**src/rtl/timer_ip.sv**
```systemverilog
// Memory-mapped 64-bit machine timer: prescaled free-running counter, 64-bit compare,
// sticky match flag and level interrupt, on a simple wen/ren peripheral bus.
module timer_ip #(
   parameter logic [15:0] PRESCALE_RST    = 16'd0,
   parameter logic [63:0] CMP_RST         = 64'hFFFF_FFFF_FFFF_FFFF,
   parameter logic        AUTO_RELOAD_RST = 1'b0
) (
   input  logic        clk,
   input  logic        rst,
   input  logic [31:0] waddr,
   input  logic [31:0] wdata,
   input  logic        wen,
   input  logic [3:0]  wstrb,
   output logic        wready,
   input  logic [31:0] raddr,
   input  logic        ren,
   output logic [31:0] rdata,
   output logic        rvalid,
   output logic        irq
);
   localparam logic [2:0] A_CTRL     = 3'd0;
   localparam logic [2:0] A_PRESCALE = 3'd1;
   localparam logic [2:0] A_MTIME_LO = 3'd2;
   localparam logic [2:0] A_MTIME_HI = 3'd3;
   localparam logic [2:0] A_CMP_LO   = 3'd4;
   localparam logic [2:0] A_CMP_HI   = 3'd5;
   localparam logic [2:0] A_STATUS   = 3'd6;

   function automatic logic [31:0] merge_bytes(input logic [31:0] old_v,
                                               input logic [31:0] new_v,
                                               input logic [3:0]  strb);
      logic [31:0] res;
      for (int i = 0; i < 4; i++) begin
         res[8*i +: 8] = strb[i] ? new_v[8*i +: 8] : old_v[8*i +: 8];
      end
      return res;
   endfunction

   logic        en_r, reload_r, ie_r, match_r;
   logic [15:0] prescale_r, pcnt_r;
   logic [63:0] mtime_r, cmp_r;
   logic [31:0] shadow_hi_r, rdata_r;
   logic        wready_r, rvalid_r, irq_r;

   logic [2:0]  wsel_s, rsel_s, ctrl_nxt_s;
   logic        tick_s, ge_s, clr_s, ps_wr_s, mtime_wr_s, match_nxt_s;
   logic [15:0] prescale_nxt_s, pcnt_nxt_s;
   logic [63:0] mtime_nxt_s, cmp_nxt_s;
   logic [31:0] ctrl_wr_s, prescale_wr_s, rd_mux_s;
   logic        unused_s;

   assign wsel_s        = waddr[4:2];
   assign rsel_s        = raddr[4:2];
   assign ctrl_wr_s     = merge_bytes({29'd0, ie_r, reload_r, en_r}, wdata, wstrb);
   assign prescale_wr_s = merge_bytes({16'd0, prescale_r}, wdata, wstrb);
   assign ps_wr_s       = wen & (wsel_s == A_PRESCALE);
   assign mtime_wr_s    = wen & ((wsel_s == A_MTIME_LO) | (wsel_s == A_MTIME_HI));
   assign clr_s         = wen & (wsel_s == A_STATUS) & wstrb[0] & wdata[0];
   assign tick_s        = en_r & (pcnt_r == prescale_r);
   assign ge_s          = (mtime_r >= cmp_r);
   // A fresh match on this edge beats a simultaneous W1C.
   assign match_nxt_s   = (tick_s & ge_s) | (match_r & ~clr_s);
   assign pcnt_nxt_s    = (ps_wr_s | ~en_r | tick_s) ? 16'd0 : pcnt_r + 16'd1;
   assign unused_s      = ^{waddr[31:5], waddr[1:0], raddr[31:5], raddr[1:0],
                            ctrl_wr_s[31:3], prescale_wr_s[31:16]};

   // Next-state for the bus-writable configuration registers.
   always_comb begin
      ctrl_nxt_s     = {ie_r, reload_r, en_r};
      prescale_nxt_s = prescale_r;
      cmp_nxt_s      = cmp_r;
      if (wen) begin
         case (wsel_s)
            A_CTRL:     ctrl_nxt_s       = ctrl_wr_s[2:0];
            A_PRESCALE: prescale_nxt_s   = prescale_wr_s[15:0];
            A_CMP_LO:   cmp_nxt_s[31:0]  = merge_bytes(cmp_r[31:0], wdata, wstrb);
            A_CMP_HI:   cmp_nxt_s[63:32] = merge_bytes(cmp_r[63:32], wdata, wstrb);
            default:    ctrl_nxt_s       = {ie_r, reload_r, en_r};
         endcase
      end else begin
         ctrl_nxt_s = {ie_r, reload_r, en_r};
      end
   end

   // Counter next-state: a bus write to either half blocks the increment for all 64 bits.
   always_comb begin
      mtime_nxt_s = mtime_r;
      if (mtime_wr_s) begin
         if (wsel_s == A_MTIME_HI) begin
            mtime_nxt_s[63:32] = merge_bytes(mtime_r[63:32], wdata, wstrb);
         end else begin
            mtime_nxt_s[31:0] = merge_bytes(mtime_r[31:0], wdata, wstrb);
         end
      end else if (tick_s) begin
         if (reload_r && ge_s) begin
            mtime_nxt_s = 64'd0;
         end else begin
            mtime_nxt_s = mtime_r + 64'd1;
         end
      end else begin
         mtime_nxt_s = mtime_r;
      end
   end

   // Read data mux; MTIME_HI returns the snapshot taken by the last MTIME_LO read.
   always_comb begin
      rd_mux_s = 32'd0;
      case (rsel_s)
         A_CTRL:     rd_mux_s = {29'd0, ie_r, reload_r, en_r};
         A_PRESCALE: rd_mux_s = {16'd0, prescale_r};
         A_MTIME_LO: rd_mux_s = mtime_r[31:0];
         A_MTIME_HI: rd_mux_s = shadow_hi_r;
         A_CMP_LO:   rd_mux_s = cmp_r[31:0];
         A_CMP_HI:   rd_mux_s = cmp_r[63:32];
         A_STATUS:   rd_mux_s = {31'd0, match_r};
         default:    rd_mux_s = 32'd0;
      endcase
   end

   // State and registered bus outputs.
   always_ff @(posedge clk or posedge rst) begin
      if (rst) begin
         en_r        <= 1'b0;
         reload_r    <= AUTO_RELOAD_RST;
         ie_r        <= 1'b0;
         prescale_r  <= PRESCALE_RST;
         pcnt_r      <= 16'd0;
         mtime_r     <= 64'd0;
         cmp_r       <= CMP_RST;
         match_r     <= 1'b0;
         shadow_hi_r <= 32'd0;
         wready_r    <= 1'b0;
         rvalid_r    <= 1'b0;
         rdata_r     <= 32'd0;
         irq_r       <= 1'b0;
      end else begin
         {ie_r, reload_r, en_r} <= ctrl_nxt_s;
         prescale_r  <= prescale_nxt_s;
         pcnt_r      <= pcnt_nxt_s;
         mtime_r     <= mtime_nxt_s;
         cmp_r       <= cmp_nxt_s;
         match_r     <= match_nxt_s;
         wready_r    <= wen;
         rvalid_r    <= ren;
         irq_r       <= match_r & ie_r;
         if (ren) begin
            rdata_r <= rd_mux_s;
         end
         if (ren && (rsel_s == A_MTIME_LO)) begin
            shadow_hi_r <= mtime_r[63:32];
         end
      end
   end

   assign wready = wready_r;
   assign rvalid = rvalid_r;
   assign rdata  = rdata_r;
   assign irq    = irq_r;
endmodule

```
**config.mk**
```make
export PLATFORM = sky130hd
export DESIGN_NAME = timer_ip
export DESIGN_NICKNAME = d
export VERILOG_FILES = /design/src/rtl/timer_ip.sv
export SDC_FILE = /design/constraint.sdc
export NUM_CORES = 1
export LEC_CHECK = 0
export BUFFER_PORTS_ARGS = -buffer_cell sky130_fd_sc_hd__buf_4
export CAP_MARGIN = 20
export CORE_UTILIZATION = 50
export CTS_BUF_LIST = sky130_fd_sc_hd__clkbuf_8
export CTS_CLUSTER_SIZE = 8
export DETAILED_ROUTE_END_ITERATION = 10
export PLACE_DENSITY = 0.69
export SLEW_MARGIN = 20
export SYNTH_ARGS = -nofsm -noshare
export SYNTH_HDL_FRONTEND = slang
export SYNTH_SLANG_ARGS = --single-unit
```
**constraint.sdc**
```tcl
create_clock -name clk -period 10.16 [get_ports clk]
set_input_delay 2.032 -clock clk [delete_from_list [all_inputs] [get_ports clk]]
set_output_delay 2.032 -clock clk [all_outputs]
set_load 0.05 [all_outputs]
```
==> summary.md, run 1 <==
| Metric | Value |
|---|---|
| Status | `finished, final reports clean` |
| Mapped Cells | `1334` |
| Initial antenna violation count | `0` |
| Worst-margin pin slew | `1.02 ns` |
| Clock Pin Slew Worst Setup and Hold Paths | `0.06 ns` |
| Netlist cell types | `70` |
| CP max-delay cell | `buf_4` |
| Crit path depth | `11` |
| Cells after DPL | `1698` |
| Initial core utilization | `51.5%` |
| Placement Cell Area | `14400 um2` |
| Post-Syn Nets | `1504` |
| Seq/Total Area, Yosys | `43.2%` |
| Multi-input gate area | `7080 um2` |
| Total power | `2.92 mW` |
| Aggregate global-route resource usage | `28.8%` |
| RSZ-0062 raised after global routing | `false` |
| Pleak | `6.95 nW` |
| Die area | `27800 um2` |
| Die X | `167 um` |
| Hold path cells | `1` |
| Synth top area share | `30.8%` |
| Fill cell count | `2301` |
| Final hold viol count | `0` |
| Antenna cells | `0` |
| WP data required | `10.59 ns` |
| Critical Path Start Type | `register` |
| P&R area growth vs syn | `13.0%` |
| Seq. cell area | `5860 um2` |
| Max Cap Viol | `0` |
| #FFs+latches synth | `231` |
| Critical path fanouts, max | `71` |
| Hold WC Path Type | `reg -> reg` |
| Layout Cells excl Fill | `1776` |
| Share of cells above drive strength 1 | `25.3%` |
| Bufs and invs on worst path | `2` |
| Worst Clk Skew | `0.0256 ns` |
| Setup crit end | `mtime_r[20]` |
| Setup slack, reg-to-reg | `5.62 ns` |
| R2R Path End | `mtime_r[20]` |
| Worst Setup SP | `cmp_r[47]` |
| Largest net degree at the start of global routing | `97` |
| Post-route design area | `15300 um2` |
| I/O pins | `139` |
| Syn Std Cell Area | `13600 um2` |
| Post-CTS Resized | `0` |
| ANT nets after route | `0` |
| Final worst slack | `5.62 ns` |
| Via count | `11200` |
| Core area | `26400 um2` |
| PD cells | `191 nW/um2` |
| Cells along the critical path | `inv_1 > ha_1 > nand4_1 > nor4_1 > and4_1 > nand2_1 > a2bb2oi_2 > a31oi_4 > buf_4 > o21ai_0 > a22o_1` |
| Fmax | `220 MHz` |
| Final-report max-slew violation count | `0` |
| Gpl congestion | `0.885` |
| Row cnt | `59` |
| FF-to-FF path depth | `11` |
| Clk sinks | `231` |
| I/O Buffers | `80` |
| Vias/cell | `6.29` |
| Hpwl dp | `27700 um` |
| Post-CTS setup repair buffer count | `0` |
| Final worst path period share | `44.7%` |
| Top cells by area, synth | `dfrtp_1 31%, dfstp_2 12%, mux2_2 9.5%, ha_1 6.1%, a22o_1 4.3%` |
| Inserted Clock Buffers | `42` |
| Total Wirelength | `39500 um` |
| # DRC | `0` |
| CP endpoint kind | `register` |
| Worst reg2reg startpoint | `cmp_r[47]` |
| First-pass GRT wire length | `62200 um` |
| Fin nets | `1578` |
| Yosys Warn Count | `0` |
| Final global-route overflow total | `0` |
| Die height | `167 um` |
| Avg Cell Area, Syn | `10.2 um2` |
| CP top delay family | `simple AND/OR/NAND/NOR gates` |
| EDFF count, synth | `0` |
| Hold_buf cts | `0` |
| CTS max path bufs | `3` |
| CTS tree | `yes` |
| Worst slack, placed | `5.05 ns` |
| Post-layout minimum cycle time | `4.54 ns` |
| Root buf cell | `clkbuf_8` |
| Number of global-route vias before repair | `10800` |
| Area leader, netlist | `dfrtp_1` |
| Setup TNS | `0 ns` |
| Share of synthesized registers carrying an async set or reset | `100%` |
| Final setup viols | `0` |
| # H-tree levels | `2` |
| Skew-Pair Late Insertion Delay | `0.55 ns` |
| Critical path class | `reg -> reg` |
| VDD IR-drop max | `110 uV` |
| Max transition margin | `31.8%` |
| WP data arrival | `4.97 ns` |
| Drt first pass iters | `5` |
| DR WL/cell | `22.3 um` |
| Ys flop type | `dfrtp_1` |
| First-iteration detailed-routing DRC count | `1024` |
| Crit path largest cell delay | `0.72 ns` |
[registers in the layout, indices dropped and copies added, names as in the netlist]
register     flops
cmp_r           64
prescale_r      16
shadow_hi_r     32
rdata           32
mtime_r         64
wready           1
reload_r         1
irq              1
rvalid           1
ie_r             1
en_r             1
match_r          1
pcnt_r          16
[synth_stat cells, types with 32 or more instances]
cell,instances
dfrtp_1,167
mux2_2,115
nand2_1,108
inv_1,101
o21ai_0,79
a22o_1,67
ha_1,66
nor2_1,66
dfstp_2,64
clkbuf_1,52
nand3_1,43
and3_1,36
o31ai_1,32
[routing by layer]
metal / vias up / wire length [um] / global-route usage [%]
met4: 0 / 1330 / 11.0
li1: 5096 / - / -
met2: 431 / 18000 / 44.6
met1: 5538 / 17400 / 40.6
met5: - / 0 / 0
met3: 98 / 2770 / 4.42
[kinds of logic after synthesis]
kind of cell | count (synthesis) | share of synthesized area, %
AOI/OAI and AO/OA | 355 | 19.5
and+or+nand+nor | 342 | 12.7
DFF | 231 | 43.2
buffers and inverters | 166 | 4.83
muxes | 144 | 11.8
adders and majority gates | 66 | 6.08
xor gates and xnor gates | 30 | 1.93
[cell type report]
class | instances | share of cell area, %
Multi-Input combinational cell | 937 | 46.1
Timing Repair Buffer | 95 | 4.78
Clock inverter | 22 | 0.742
Sequential cell | 231 | 38.2
Inverter | 101 | 2.52
Tap cell | 335 | 2.73
Clock buffer | 55 | 4.93
[power breakdown]
group	total (mW)	internal, mW	switching (mW)
sequential	1.29	1.12	0.170
clock	0.907	0.508	0.398
combinational	0.731	0.312	0.419
total	2.92	1.94	0.988
[through the flow]
stage	hold WS, ns	util (%)
6_report	0.474	58.2
5_1_grt	0.510	58.2
4_1_cts	0.481	58.1
3_5_place_dp	0.469	54.8
3_3_place_gp	0.462	54.8
2_1_floorplan	0.458	-
[worst register-to-register path, delay by kind of cell (launching register included)]
family                   cells  cell delay [ns]
AND/OR/NAND/NOR              4             1.36
AO/OA/AOI/OAI                4             1.36
buffers and inverters        2             0.80
flip-flops                   1             0.54
adder cells (fa/ha/maj)      1             0.36
[cell usage in the layout (no fill, tap or decap), types with 7 or more instances in the layout]
cell	instances
o41ai_2	12
nor4_1	7
mux2i_1	23
nand2_1	108
clkbuf_8	55
o221ai_1	11
xor2_1	16
ha_1	66
nand2b_1	12
a21oi_1	31
o21ai_0	79
nor3_1	7
nand4_1	23
and2_1	8
xnor2_1	14
a22o_1	67
o22ai_1	21
mux2_2	115
and4_1	8
buf_4	94
o31ai_1	32
a21o_1	14
inv_1	117
dfstp_2	64
o21a_1	14
and3_1	36
nand3_1	43
dfrtp_1	167
a221oi_1	19
nor2_1	65
[worst min path at each step]
stage | from | endpoint | slack [ns]
final | rdata[24] | rdata[24] | 0.47
after global routing | rdata[5] | rdata[5] | 0.51
after CTS | rdata[24] | rdata[24] | 0.48
after detailed placement | rdata[26] | rdata[26] | 0.47
after global placement | rdata[5] | rdata[5] | 0.46
after floorplan | shadow_hi_r[1] | shadow_hi_r[1] | 0.46
(Power assumes the default switching activity.)
==> run 2: changes to the inputs <==
Settings changed: ABC_AREA set to 1.
Clock period 10.16 ns to 4.6 ns, I/O delays scaled along.
==> summary.md, run 2 <==
| Metric | Value |
|---|---|
| Top flop regs | `cmp_r: 64 flops, mtime_r: 64 flops` |
| Inserted Clock Buffers | `42 (unchanged)` |
| Die X | `174 um (+4.1%)` |
| ANT nets after route | `0 (unchanged)` |
| Share of synthesized registers carrying an async set or reset | `100% (unchanged)` |
| Hold WC Path Type | `in -> async` |
| Max Cap Viol | `0 (unchanged)` |
| Placement Cell Area | `15700 um2 (+8.5%)` |
| Post-Syn Nets | `2152 (+43%)` |
| Setup slack, reg-to-reg | `1.26 ns (-4.36 ns)` |
| Number of global-route vias before repair | `13300 (+23%)` |
| P&R area growth vs syn | `11.8%` |
| DR WL/cell | `20.0 um (-10%)` |
| Largest net degree at the start of global routing | `145 (+49%)` |
| Post-synth top cells | `461 x nand2_1, 311 x nor2_1, 229 x inv_1, 167 x dfrtp_1, 161 x o21ai_0` |
| Ys flop type | `dfrtp_1` |
| Most frequent cells in the layout | `461 x nand2_1, 310 x nor2_1, 251 x inv_1` |
| Skew-Pair Late Insertion Delay | `0.57 ns (+0.02 ns)` |
| Commonest non-fill, non-tap cell in the layout | `nand2_1` |
| Final-report max-slew violation count | `0 (unchanged)` |
| Worst reg2reg startpoint | `cmp_r[63]` |
| # H-tree levels | `2 (unchanged)` |
| WP data arrival | `3.77 ns (-1.20 ns)` |
| Aggregate global-route resource usage | `33.4% (+4.6 points)` |
| Most common cell in the synthesized netlist | `nand2_1` |
| Synth top area share | `28.4% (-2.4 points)` |
| Post-route design area | `16500 um2 (+7.3%)` |
| Antenna cells | `0 (unchanged)` |
| Mapped Cells | `1982 (+49%)` |
| Vias/cell | `5.63 (-10%)` |
| Fmax | `300 MHz (+36%)` |
| Hpwl dp | `37400 um (+35%)` |
| Hold_buf cts | `0 (unchanged)` |
| Initial core utilization | `51.0% (-0.48 points)` |
| Critical path class | `reg -> reg` |
| Max transition margin | `26.1% (-5.8 points)` |
| Status | `finished, final reports clean` |
| Worst-margin pin slew | `1.10 ns (+0.0848 ns)` |
| Worst Clk Skew | `0.0276 ns (+0.00198 ns)` |
| Setup TNS | `0 ns (unchanged)` |
| Core area | `28900 um2 (+9.5%)` |
| CTS tree | `yes` |
| Final global-route overflow total | `0 (unchanged)` |
| Initial antenna violation count | `0 (unchanged)` |
| Total Wirelength | `49700 um (+26%)` |
| R2R Path End | `mtime_r[20]` |
| PD cells | `544 nW/um2 (+190%)` |
| Netlist cell types | `54 (-23%)` |
| Final hold viol count | `0 (unchanged)` |
| Post-layout minimum cycle time | `3.34 ns (-1.20 ns)` |
| Root buf cell | `clkbuf_8` |
| CP endpoint kind | `register` |
| CTS max path bufs | `3 (unchanged)` |
| Drt first pass iters | `6 (+1)` |
| Post-CTS Resized | `0 (unchanged)` |
| Final setup viols | `0 (unchanged)` |
| Die height | `174 um (+4.1%)` |
| I/O pins | `139 (unchanged)` |
| Critical path fanouts, max | `33 (-54%)` |
| #FFs+latches synth | `231 (unchanged)` |
| Avg Cell Area, Syn | `7.43 um2 (-27%)` |
| Clk sinks | `231 (unchanged)` |
| First-pass GRT wire length | `77300 um (+24%)` |
| Via count | `14000 (+25%)` |
| Seq/Total Area, Yosys | `39.8% (-3.4 points)` |
| Syn Std Cell Area | `14700 um2 (+8.5%)` |
| Share of cells above drive strength 1 | `15.9% (-9.4 points)` |
| FF-to-FF path depth | `14 (+3)` |
| Final worst path period share | `72.5% (+28 points)` |
| Critical Path Start Type | `register` |
| Row cnt | `62 (+5.1%)` |
| # DRC | `0 (unchanged)` |
| Post-CTS setup repair buffer count | `0 (unchanged)` |
| Pleak | `7.98 nW (+15%)` |
| WP data required | `5.03 ns (-5.56 ns)` |
| First-iteration detailed-routing DRC count | `1522 (+49%)` |
| Die area | `30200 um2 (+8.4%)` |
| Top cells by area, synth | `dfrtp_1 28%, nand2_1 12%, dfstp_2 11%, nor2_1 7.9%, inv_1 5.8%` |
| EDFF count, synth | `0 (unchanged)` |
| I/O Buffers | `80 (unchanged)` |
| Area leader, netlist | `dfrtp_1` |
| Gpl congestion | `0.985 (+11%)` |
| Clock Pin Slew Worst Setup and Hold Paths | `0.06 ns (about the same)` |
| VDD IR-drop max | `313 uV (+180%)` |
| Yosys Warn Count | `0 (unchanged)` |
| RSZ-0062 raised after global routing | `false` |
| Fin nets | `2233 (+42%)` |
## run 2: changes by cell type in the layout (fill, tap and decap cells not counted), moves of 29 or more
cell     change
a21oi_1     +95
inv_1      +134
nand2_1    +353
o21ai_0     +82
a22o_1      -67
nor2_1     +245
and3_1      -36
o31ai_1     -29
mux2_2      -83
## run 2: worst max path at each step
| stage | endpoint | from | slack, ns | cells past startpoint |
|---|---|---|---|---|
| 3_5_place_dp | mtime_r[17] | cmp_r[63] | 1.33 | 14 |
| 3_3_place_gp | mtime_r[20] | cmp_r[63] | 1.36 | 14 |
| 5_1_grt | mtime_r[53] | cmp_r[63] | 1.07 | 14 |
| 4_1_cts | mtime_r[17] | cmp_r[63] | 1.30 | 14 |
| 2_1_floorplan | en_r | rst | 0.71 | 1 |
| 6_report | mtime_r[20] | cmp_r[63] | 1.26 | 14 |
## run 2: worst max-delay path, stage by stage, from the launching register on
cell and delay (ns):
dfstp_2 0.51, inv_1 0.06, ha_1 0.32, nand4_1 0.20
nor3_1 0.52, nand2_1 0.15, nor2_1 0.11, nand2_1 0.06
nand2_1 0.06, nor2_1 0.04, nand2_1 0.13, nand2_2 0.42
buf_4 0.44, nand2_1 0.12, a21oi_2 0.05
## run 2: logic make-up after synthesis
logic type | synth area share (%)
AO/OA/AOI/OAI | 14.0
XOR/XNOR | 2.85
adder cells (fa/ha/maj) | 5.61
buffers and inverters | 8.15
flip-flops | 39.8
multiplexers | 2.45
AND/OR/NAND/NOR | 27.2
## run 2: final cells by class
cell class,count,area [um2]
multi-input combinational,1448,7670
sequential,231,5860
inverter,245,931
clock buffer,50,688
timing repair buffer,95,726
tap,384,480
fill,2826,12400
clock inverter,27,115
## run 2: metrics by stage
step	hold WS (ns)	cells	power (mW)	util, %	setup slack [ns]
floorplan	0.452	1982	5.83	-	0.710
global placement	0.466	2403	6.92	54.3	1.36
detailed placement	0.473	2403	7.01	54.3	1.33
CTS	0.332	2480	8.92	57.1	1.30
global route	0.341	2480	9.61	57.1	1.07
finish	0.328	2480	8.96	57.1	1.26
## run 2: power by group
| group | switching, mW | internal [mW] | total, mW |
|---|---|---|---|
| Clock | 0.900 | 0.985 | 1.88 |
| Combinational | 2.36 | 1.26 | 3.62 |
| Sequential | 0.750 | 2.71 | 3.46 |
| Total | 4.01 | 4.95 | 8.96 |
## run 2: metal layers
metal | track usage [%] | wire length (um)
met2 | 51.7 | 22000
met5 | 0 | 0
met4 | 8.37 | 1100
met3 | 4.96 | 3690
met1 | 48.8 | 22900
==> run 3: changes to the inputs <==
Settings changed: PLACE_DENSITY 0.69 to 0.72.
Clock period 4.6 ns to 2.7 ns, I/O delays scaled along.
==> summary.md, run 3 (synthesis gave the netlist of run 2 again) <==
| Metric | Value |
|---|---|
| Clk sinks | `231 (unchanged)` |
| Initial core utilization | `51.0% (unchanged)` |
| Total power | `16.0 mW (+79%)` |
| Hold_buf cts | `0 (unchanged)` |
| # H-tree levels | `2 (unchanged)` |
| Final worst path period share | `93.8% (+21 points)` |
| ANT nets after route | `0 (unchanged)` |
| Die X | `174 um (unchanged)` |
| First-pass GRT wire length | `77000 um (-0.36%)` |
| Antenna cells | `0 (unchanged)` |
| I/O Buffers | `80 (unchanged)` |
| Root buf cell | `clkbuf_8` |
| Aggregate global-route resource usage | `32.8% (-0.57 points)` |
| CTS tree | `yes` |
| WP data arrival | `2.98 ns (-0.79 ns)` |
| Drt first pass iters | `5 (-1)` |
| Worst Clk Skew | `0.0272 ns (-0.000380 ns)` |
| Max transition margin | `52.2% (+26 points)` |
| CTS max path bufs | `3 (unchanged)` |
| Fmax | `395 MHz (+32%)` |
| P&R area growth vs syn | `16.0%` |
| Commonest non-fill, non-tap cell in the layout | `nand2_1` |
| Placement Cell Area | `16200 um2 (+3.1%)` |
| Inserted Clock Buffers | `43 (+2.4%)` |
| Critical path class | `reg -> reg` |
| PD cells | `936 nW/um2 (+72%)` |
| Hold WC Path Type | `in -> async` |
| Fin nets | `2291 (+2.6%)` |
| Max Cap Viol | `0 (unchanged)` |
| Via count | `14100 (+1.2%)` |
| Most frequent cells in the layout | `460 x nand2_1, 310 x nor2_1, 247 x inv_1` |
| Critical path fanouts, max | `16 (-52%)` |
| Critical Path Start Type | `register` |
| Post-layout minimum cycle time | `2.53 ns (-0.803 ns)` |
| Clock Pin Slew Worst Setup and Hold Paths | `0.06 ns (about the same)` |
| Hpwl dp | `37700 um (+0.74%)` |
| DR WL/cell | `19.4 um (-3.3%)` |
| Initial antenna violation count | `2 (+2)` |
| Pleak | `8.33 nW (+4.5%)` |
| Final-report max-slew violation count | `0 (unchanged)` |
| Setup slack, reg-to-reg | `0.17 ns (-1.10 ns)` |
| Worst Setup SP | `cmp_r[7]` |
| Number of global-route vias before repair | `13800 (+3.4%)` |
| Post-route design area | `17100 um2 (+3.7%)` |
| WP data required | `3.14 ns (-1.89 ns)` |
| Largest net degree at the start of global routing | `120 (-17%)` |
| FF-to-FF path depth | `16 (+2)` |
| I/O pins | `139 (unchanged)` |
| Final setup viols | `0 (unchanged)` |
| Status | `finished, final reports clean` |
| Worst reg2reg startpoint | `cmp_r[7]` |
| Final worst slack | `0.167 ns (-1.10 ns)` |
| First-iteration detailed-routing DRC count | `1391 (-8.6%)` |
| Die area | `30200 um2 (unchanged)` |
| Row cnt | `62 (unchanged)` |
| CP endpoint kind | `register` |
| Share of cells above drive strength 1 | `18.6% (+2.6 points)` |
| Core area | `28900 um2 (unchanged)` |
| Final hold viol count | `0 (unchanged)` |
| Vias/cell | `5.56 (-1.2%)` |
| VDD IR-drop max | `449 uV (+43%)` |
| Fill cell count | `2733 (-3.3%)` |
| R2R Path End | `mtime_r[19]` |
| Gpl congestion | `1.00 (+1.6%)` |
| Worst slack, placed | `0.103 ns (-1.22 ns)` |
| Top flop regs | `cmp_r: 64 flops, mtime_r: 64 flops` |
| Skew-Pair Late Insertion Delay | `0.57 ns (about the same)` |
| Die height | `174 um (unchanged)` |
| Total Wirelength | `49200 um (-0.96%)` |
| Final core occ | `59.2% (+2.1 points)` |
| Final global-route overflow total | `0 (unchanged)` |
| Worst-margin pin slew | `0.716 ns (-0.389 ns)` |
| # DRC | `0 (unchanged)` |
## run 3: changes by cell type in the layout (fill, tap and decap cells not counted)
cell | previous run | this run
nand3_2 | 5 | 7
buf_4 | 94 | 143
inv_6 | 1 | 0
inv_8 | 0 | 1
clkinv_2 | 3 | 5
nand3_1 | 52 | 50
clkbuf_16 | 0 | 2
clkbuf_8 | 50 | 54
nor3b_2 | 2 | 1
nand2_4 | 2 | 3
inv_1 | 251 | 247
nand2_1 | 461 | 460
buf_12 | 1 | 7
nor3b_4 | 0 | 1
## run 3: metrics by stage
| stage | hold slack, ns | std cells | TNS, ns |
|---|---|---|---|
| CTS | 0.161 | 2537 | 0 |
| detailed placement | 0.473 | 2458 | 0 |
| finish | 0.147 | 2539 | 0 |
| floorplan | 0.452 | 1982 | -137.69 |
| global placement | 0.466 | 2458 | 0 |
| global route | 0.175 | 2539 | -0.0170 |
## run 3: worst max path at each step
stage / endpoint / slack [ns]
finish: mtime_r[19] / 0.17
global placement: mtime_r[39] / 0.13
global route: mtime_r[45] / -0.02
floorplan: en_r / -0.81
CTS: mtime_r[45] / 0.09
detailed placement: mtime_r[49] / 0.10
## run 3: layout make-up
| type | count | area, um2 | share of cell area, % |
|---|---|---|---|
| multi-input combinational | 1448 | 7700 | 45.0 |
| sequential | 231 | 5860 | 34.3 |
| timing repair buffer | 152 | 1260 | 7.40 |
| inverter | 245 | 931 | 5.45 |
| clock buffer | 54 | 743 | 4.35 |
| tap | 384 | 480 | 2.81 |
| clock inverter | 25 | 113 | 0.659 |
## run 3: repair_timing
item | in CTS | in global routing
resized for setup | 0 | 6
setup buffers | 0 | 0
setup endpoints to repair | 0 | 64
## run 3: worst max-delay path, stage by stage (launching register included)
cell and delay [ns]:
dfstp_2 0.53, inv_1 0.06, ha_1 0.30, nand2_1 0.08, nor2_1 0.17, nand2_1 0.11
nor2_1 0.23, nand2_1 0.08, nand2_1 0.07, nor2_1 0.04, nand2_1 0.08, nand2_1 0.06
nand2_2 0.11, nand2_4 0.13, clkbuf_16 0.21, nand2_1 0.08, a21oi_2 0.05
## run 3: power by group
group | total (mW) | internal [mW] | switching (mW)
sequential | 5.44 | 4.62 | 0.824
clock | 3.36 | 1.80 | 1.55
combinational | 7.20 | 2.57 | 4.63
total | 16.0 | 8.99 | 7.01
## run 3: per-layer routing
metal,vias up,global-route usage (%),share of wire (%)
met1,6655,45.6,44
li1,6728,-,-
met3,127,7.28,8.7
met2,604,49.8,44
met4,4,12.6,3.8
met5,-,0,0.055
